$ cat src/rtl/vga_compositor_pkg.sv
// Shared types, widths and helpers for the VGA compositor pipeline.
package vga_compositor_pkg;

  localparam int COORD_W     = 12;
  localparam int RGB_W       = 24;
  localparam int ROM_AW      = 14;
  localparam int IMG_AW      = 10;
  localparam int FRAME_CNT_W = 8;

  localparam logic [RGB_W-1:0] RGB_BLACK = 24'h000000;

  typedef logic [COORD_W-1:0] coord_t;
  typedef logic [COORD_W:0]   span_t;
  typedef logic [ROM_AW-1:0]  waddr_t;
  typedef logic [IMG_AW-1:0]  iaddr_t;
  typedef logic [RGB_W-1:0]   rgb_t;

  // Which source wins the output mux for the current pixel.
  typedef enum logic [2:0] {
    SRC_BLANK,
    SRC_IMG,
    SRC_BORDER,
    SRC_INK,
    SRC_BG
  } src_e;

  // Half-open interval test lo <= c < lo+len, one bit wider so the sum cannot wrap.
  function automatic logic in_span(input span_t c, input span_t lo, input span_t len);
    logic [COORD_W+1:0] hi;
    hi = {1'b0, lo} + {1'b0, len};
    return (c >= lo) && ({1'b0, c} < hi);
  endfunction

endpackage

$ cat src/rtl/vga_delay_line.sv
// Reset-to-zero shift register that aligns per-pixel flags with memory read data.
module vga_delay_line #(
  parameter int W     = 1,
  parameter int DEPTH = 1
) (
  input  logic         clk,
  input  logic         rst_n,
  input  logic [W-1:0] d,
  output logic [W-1:0] q
);

  logic [W-1:0] stage [DEPTH];

  // NOTE: these stages carry control flags (de, hits), so every stage is reset;
  // a true data store would be left unreset to map onto RAM.
  always_ff @(posedge clk or negedge rst_n) begin
    if (!rst_n) begin
      for (int i = 0; i < DEPTH; i++) stage[i] <= '0;
    end else begin
      stage[0] <= d;
      for (int i = 1; i < DEPTH; i++) stage[i] <= stage[i-1];
    end
  end

  assign q = stage[DEPTH-1];

endmodule

$ cat src/rtl/vga_compositor.sv
// Per-pixel compositor: scaled grayscale image, bordered highlight and blinking bitmap windows.
module vga_compositor
  import vga_compositor_pkg::*;
#(
  parameter int PIX_W    = 8,
  parameter int IMG_W    = 28,
  parameter int IMG_H    = 28,
  parameter int SCALE_SH = 4,
  parameter int IMG_X0   = 16,
  parameter int IMG_Y0   = 16,
  parameter int RAM_LAT  = 1,
  parameter int NUM_WIN  = 2,
  parameter logic [NUM_WIN*COORD_W-1:0] WIN_X0 = {12'd522, 12'd486},
  parameter logic [NUM_WIN*COORD_W-1:0] WIN_Y0 = {12'd246, 12'd132},
  parameter logic [NUM_WIN*COORD_W-1:0] WIN_W  = {12'd60,  12'd132},
  parameter logic [NUM_WIN*COORD_W-1:0] WIN_H  = {12'd86,  12'd86},
  parameter int BORDER   = 2,
  parameter int BLINK_SH = 5
) (
  input  logic                      clk,
  input  logic                      rst_n,
  input  logic [COORD_W-1:0]        vga_x,
  input  logic [COORD_W-1:0]        vga_y,
  input  logic                      vga_de,
  input  logic                      frame_start,
  output logic [IMG_AW-1:0]         img_addr,
  input  logic [PIX_W-1:0]          img_q,
  output logic [NUM_WIN*ROM_AW-1:0] win_addr,
  input  logic [NUM_WIN-1:0]        win_q,
  input  logic [RGB_W-1:0]          fg_rgb,
  input  logic [RGB_W-1:0]          bg_rgb,
  input  logic [RGB_W-1:0]          border_rgb,
  input  logic                      highlight,
  input  logic [NUM_WIN-1:0]        blink_mask,
  output logic [RGB_W-1:0]          rgb_o,
  output logic                      de_o
);

  localparam int IMG_SPAN_X = IMG_W << SCALE_SH;
  localparam int IMG_SPAN_Y = IMG_H << SCALE_SH;
  localparam int DEPTH      = RAM_LAT + 1;
  localparam int FLAG_W     = NUM_WIN + 4;

  // ---------------- S0: hit tests and address generation ----------------
  logic                      img_hit_s0;
  logic                      brd_hit_s0;
  coord_t                    img_dx;
  coord_t                    img_dy;
  iaddr_t                    img_addr_d;
  logic [NUM_WIN-1:0]        win_hit_s0;
  logic [NUM_WIN*ROM_AW-1:0] win_addr_d;

  // NOTE: always_comb assigns every output on every path, so no latch can be inferred.
  always_comb begin
    img_hit_s0 = in_span({1'b0, vga_x}, span_t'(IMG_X0), span_t'(IMG_SPAN_X)) &&
                 in_span({1'b0, vga_y}, span_t'(IMG_Y0), span_t'(IMG_SPAN_Y));
    // The border ring is the image rectangle grown by BORDER on every side, minus the image.
    brd_hit_s0 = !img_hit_s0 &&
                 in_span(span_t'(vga_x) + span_t'(BORDER), span_t'(IMG_X0),
                         span_t'(IMG_SPAN_X + 2 * BORDER)) &&
                 in_span(span_t'(vga_y) + span_t'(BORDER), span_t'(IMG_Y0),
                         span_t'(IMG_SPAN_Y + 2 * BORDER));
    img_dx     = vga_x - coord_t'(IMG_X0);
    img_dy     = vga_y - coord_t'(IMG_Y0);
    img_addr_d = '0;
    if (img_hit_s0) begin
      img_addr_d = iaddr_t'(img_dy >> SCALE_SH) * iaddr_t'(IMG_W) + iaddr_t'(img_dx >> SCALE_SH);
    end
  end

  for (genvar i = 0; i < NUM_WIN; i++) begin : g_win
    localparam coord_t X0 = WIN_X0[i*COORD_W +: COORD_W];
    localparam coord_t Y0 = WIN_Y0[i*COORD_W +: COORD_W];
    localparam coord_t WW = WIN_W[i*COORD_W +: COORD_W];
    localparam coord_t WH = WIN_H[i*COORD_W +: COORD_W];

    logic   hit;
    waddr_t dx;
    waddr_t dy;

    assign hit = in_span({1'b0, vga_x}, {1'b0, X0}, {1'b0, WW}) &&
                 in_span({1'b0, vga_y}, {1'b0, Y0}, {1'b0, WH});
    assign dx  = waddr_t'(vga_x - X0);
    assign dy  = waddr_t'(vga_y - Y0);

    assign win_hit_s0[i]                   = hit;
    assign win_addr_d[i*ROM_AW +: ROM_AW] = hit ? (dy * waddr_t'(WW) + dx) : '0;
  end

  // NOTE: sequential state uses non-blocking assignments so every register samples
  // pre-edge values regardless of statement order.
  always_ff @(posedge clk or negedge rst_n) begin
    if (!rst_n) begin
      img_addr <= '0;
      win_addr <= '0;
    end else begin
      img_addr <= img_addr_d;
      win_addr <= win_addr_d;
    end
  end

  // ---------------- Alignment of flags with memory read data ----------------
  logic [FLAG_W-1:0]  flags_s0;
  logic [FLAG_W-1:0]  flags_a;
  logic               de_a;
  logic               img_hit_a;
  logic               brd_hit_a;
  logic               highlight_a;
  logic [NUM_WIN-1:0] win_hit_a;

  assign flags_s0 = {win_hit_s0, highlight, brd_hit_s0, img_hit_s0, vga_de};

  vga_delay_line #(
    .W     (FLAG_W),
    .DEPTH (DEPTH)
  ) u_align (
    .clk   (clk),
    .rst_n (rst_n),
    .d     (flags_s0),
    .q     (flags_a)
  );

  assign de_a        = flags_a[0];
  assign img_hit_a   = flags_a[1];
  assign brd_hit_a   = flags_a[2];
  assign highlight_a = flags_a[3];
  assign win_hit_a   = flags_a[FLAG_W-1:4];

  // ---------------- Frame counter for blink phase ----------------
  logic [FRAME_CNT_W-1:0] frame_cnt;

  always_ff @(posedge clk or negedge rst_n) begin
    if (!rst_n) begin
      frame_cnt <= '0;
    end else if (frame_start) begin
      frame_cnt <= frame_cnt + 8'd1;
    end
  end

  // ---------------- S_OUT: priority mux ----------------
  logic [NUM_WIN-1:0] ink;
  src_e               src;
  rgb_t               rgb_d;

  always_comb begin
    // Every inking window paints the same fg colour, so "lowest index wins" reduces to any-ink.
    ink = win_hit_a & ~win_q & (~blink_mask | {NUM_WIN{frame_cnt[BLINK_SH]}});
    src = SRC_BG;
    if (!de_a)                          src = SRC_BLANK;
    else if (img_hit_a)                 src = SRC_IMG;
    else if (brd_hit_a && highlight_a)  src = SRC_BORDER;
    else if (|ink)                      src = SRC_INK;

    rgb_d = RGB_BLACK;
    case (src)
      SRC_IMG:    rgb_d = {img_q, img_q, img_q};
      SRC_BORDER: rgb_d = border_rgb;
      SRC_INK:    rgb_d = fg_rgb;
      SRC_BG:     rgb_d = bg_rgb;
      default:    rgb_d = RGB_BLACK;
    endcase
  end

  always_ff @(posedge clk or negedge rst_n) begin
    if (!rst_n) begin
      rgb_o <= RGB_BLACK;
      de_o  <= 1'b0;
    end else begin
      rgb_o <= rgb_d;
      de_o  <= de_a;
    end
  end

endmodule
$ cat config.mk
export PLATFORM = sky130hd
export DESIGN_NAME = vga_compositor
export DESIGN_NICKNAME = d
export VERILOG_FILES = /design/src/rtl/vga_compositor_pkg.sv /design/src/rtl/vga_delay_line.sv /design/src/rtl/vga_compositor.sv
export SDC_FILE = /design/constraint.sdc
export NUM_CORES = 1
export LEC_CHECK = 0
export BUFFER_PORTS_ARGS = -buffer_cell sky130_fd_sc_hd__buf_2
export CORE_MARGIN = 4
export CORE_UTILIZATION = 57
export CTS_CLUSTER_DIAMETER = 50
export DETAILED_ROUTE_END_ITERATION = 10
export PLACE_DENSITY = 0.84
export REMOVE_ABC_BUFFERS = 1
export SYNTH_ARGS = -nofsm -noshare
export SYNTH_HDL_FRONTEND = slang
export SYNTH_SLANG_ARGS = --single-unit
$ cat constraint.sdc
create_clock -name clk -period 3.5 [get_ports clk]
set_input_delay 0 -clock clk [delete_from_list [all_inputs] [get_ports clk]]
set_output_delay 0 -clock clk [all_outputs]
set_load 0.02 [all_outputs]
==> summary.md <==
| Metric | Value |
|---|---|
| CP Max Fanout | 5 |
| Synth Cell Area | 7090 sq um |
| Total grt overflow | 0 |
| Initial Utilization | roughly 59% |
| Mux share of post-synthesis cell area | 1.01% |
| Final Cycle Share | 108% |
| Failing checks | negative setup slack |
| CP startpoint kind | input port |
| Status | finished, violations left |
| TritonRoute pass-1 iters | 8 |
| FF-to-FF End | rgb_o[6]$_DFF_PN0_ |
| Final WS setup | -0.269 ns |
| Area contributors post-synth | dfrtp_1, ha_1, xnor2_1 |
| Htree depth | 3 |
| Buf/Inv on CP | 7 |
| Nets | between 1000 and 1500 |
| DR iter-0 viols | around 690 |
| Logic pwr share | 65.6% |
| GP Congestion | slightly above 1 |
| NetSw | ~0.0023 W |
| Final Slew Violations | 0 |
| Clock Latency Late Sink | 0.33 ns |
| RSZ-0062 raised after global routing | true |
| Residual DRC | 0 |
| Synth Flop Type | dfrtp_1 |
| Top delay family on crit path | adder cells |
| EDFF count, synth | 0 |
| Via count | roughly 7300 |
| Die ar. | approximately 14000 sq um |
| Pre-CTS WS | -0.823 ns |
| Cell Rows | 40 |
| CP max stage cell | fa_1 |
| VDD IR max | about 0.00064 V |
| Hold_ws | roughly 0.21 ns |
| Number of vias per cell | around 5.8 |
| Async SR Flop Fraction | 100% |
| FF-to-FF setup slack | just over 0.9 ns |
| Pwr Density | just under 600 nW/um^2 |
| Xor-xnor portion of the synthesized cell area | ~14% |
| WL per Instance | 19.3 um |
| Peak Freq | between 200 and 300 MHz |
| Synth area leader | dfrtp_1 |
| # setup viols final | 4 |
| Die Span X | 120 um |
| # port buffers | between 150 and 200 |
| Number of fill cells | between 700 and 800 |
| HPWL Detailed | ~16 mm |
| Post-synthesis sequential area ratio | 28.6% |
| Hold Crit Class | in2reg |
| Yosys top cell area share | between 20% and 30% |
| Average size of a mapped cell | 9.05 sq um |
| Post-route ant nets | 0 |
| Setup Skew | 0.00338 ns |
| Hold path startpoint | vga_y[0] |
| Int Power | around 0.0037 W |
| Die Y | between 100 and 150 um |
| Area Growth Syn to Fin | 41.6% |
| Crit path cell chain | buf_12 -> inv_8 -> ha_4 -> inv_4 -> ha_4 -> inv_2 -> fa_1 -> inv_1 -> ha_1 -> a21o_1 -> a21oi_4 -> o21ai_1 -> a21oi_1 -> nor2b_1 -> o21a_1 -> nor2_2 -> xnor2_1 -> ha_1 -> buf_6 -> buf_4 -> a31oi_2 -> xor2_1 -> nor2_1 |
| Sequential share of power | 17.3% |
| Num CTS Buffers | 9 |
| Clock slew at reported path FFs | 0.06 ns |
| Arr. time, crit path | ~4.0 ns |
| Pleak | around 5.2 nW |
| Worst path required time | approximately 3.7 ns |
| Root Driver | clkbuf_16 |
| Switching Fraction | between 30% and 40% |
| CP Capture Type | flip-flop |
| Initial antenna violation count | 2 |
| Worst slew pin tran | between 1 and 1.5 ns |
| CTS tree | yes |
| Worst reg2reg path startpoint | frame_cnt[5]$_DFFE_PN0P_ |
| Synth Instances | between 700 and 800 |
| Area fraction in compound gates after synthesis | 14.3% |
| Relative slew slack | between 20 and 25% |
| Number of global-route vias before repair | between 7000 and 8000 |
| Total wire length | between 20 and 25 mm |
| R2R depth | 7 |
| Simple-gate portion of the synthesized area | ~16% |
| First-pass GRT wire length | roughly 36 mm |
| Max-cap violations | 0 |
| I/O Pins | 176 |
| YS warnings | 0 |
| Largest family of logic cells by synthesized area | adder cells |
| GRT Util Overall | approximately a third |
| Tmin final | between 3 and 4 ns |
| Hold Fails Final Rpt | 0 |
| CORE AREA | around 12000 sq um |
| Layout cells sized above 1 | between 30% and 40% |
| Largest net degree at the start of global routing | 57 |
| TritonCTS Sinks | just over 80 |
| Top post-synthesis cells by count | ha_1, nand2_1, dfrtp_1, inv_1, nor2_1 |
| Hold path depth | 4 |
| Synth Register Bits | a little over 80 |
| Crit path kind | in2reg |
| Yosys cell types | just under 70 |
| Clock share of power | 17.1% |
| Crit-path max cell delay | 0.55 ns |
| CTS Buffer Depth | 2 |
| Adder-cell share of the synthesized area | around a fifth |
| Worst hold path endpoint | win_addr[2]$_DFF_PN0_ |
## worst min-delay path, cell delays in order
cell and delay (ns):
buf_6 0.08, buf_4 0.17, ha_1 0.14, and2_1 0.12
## how the worst max path moves through the flow
stage | startpoint | to | slack (ns) | depth (start not counted)
2_1_floorplan | vga_y[1] | win_addr[27]$_DFF_PN0_ | -0.73 | 18
3_3_place_gp | vga_y[1] | win_addr[27]$_DFF_PN0_ | -0.68 | 18
3_5_place_dp | vga_y[1] | win_addr[27]$_DFF_PN0_ | -0.82 | 20
4_1_cts | vga_y[3] | win_addr[27]$_DFF_PN0_ | 0.003 | 21
5_1_grt | vga_y[1] | win_addr[27]$_DFF_PN0_ | -0.35 | 23
6_report | vga_y[1] | win_addr[26]$_DFF_PN0_ | -0.27 | 23
## placed cells by master, fill, tap and decap left out, types with 24 or more instances in the layout
cell type and n:
xnor2_1 59, dfrtp_1 81, buf_2 170, ha_1 71
inv_1 65, buf_4 94, nor2_1 68, a21oi_1 33
a222oi_1 24, nand2_1 82, dlygate4sd3_1 56, xor2_1 33
## layout make-up
| type | instances | area [sq um] | area share, % |
|---|---|---|---|
| diodes | 2 | 5.00 | 0.0498 |
| clock buffers | 10 | 239 | 2.38 |
| clock inverters | 6 | 90.1 | 0.897 |
| inverters | 73 | 284 | 2.83 |
| multi-input cells | 596 | 4970 | 49.5 |
| flip-flops and latches | 81 | 2030 | 20.2 |
| well taps | 168 | 210 | 2.09 |
| repair buffers | 328 | 2220 | 22.1 |
## repair_timing
item | 4_1_cts | 5_1_grt
setup endpoints to repair | 3 | 7
gates resized for setup | 29 | 50
hold buffers | 56 | 0
pin swaps | 24 | 38
setup buffers | 5 | 7
hold endpoints to repair | 89 | 0
## flip-flops by register name (all words and copies together) (netlist names)
signal,count
de_o,1
frame_cnt,6
img_addr,10
rgb_o,24
u_align.q,6
u_align.stage,6
win_addr,28
## stage by stage
| stage | cell area, sq um | total power [W] | setup TNS, ns | utilization, % | std cells |
|---|---|---|---|---|---|
| finish | 10000 | 0.00597 | -0.668 | 82.9 | 1264 |
| detailed placement | 8670 | 0.00408 | -2.46 | 71.6 | 1178 |
| global route | 10000 | 0.00637 | -1.03 | 82.9 | 1263 |
| global placement | 8670 | 0.00395 | -1.79 | 71.6 | 1178 |
| floorplan | 6920 | 0.00300 | -1.28 | - | 750 |
| CTS | 9740 | 0.00530 | 0 | 80.4 | 1255 |
## logic make-up after synthesis
logic type | after synthesis
muxes | 7
adders and majority gates | 102
DFF | 81
and+or+nand+nor | 238
AOI/OAI and AO/OA | 140
xor gates and xnor gates | 109
buffers and inverters | 107
## power by group through the flow
stage	clock, W	combinational [W]	sequential [W]
finish	0.00102	0.00392	0.00103
global route	0.00107	0.00426	0.00104
CTS	0.00104	0.00323	0.00103
detailed placement	0	0.00303	0.00105
global placement	0	0.00291	0.00104
floorplan	0	0.00194	0.00107
## metal layers
| layer | GRT usage, % | routed length, um |
|---|---|---|
| met5 | 0 | 0 |
| met3 | 5.70 | 2100 |
| met1 | 35.1 | 8310 |
| met4 | 15.6 | 1380 |
| met2 | 58.8 | 12600 |
No activity file was read; power rests on OpenSTA's default activity.
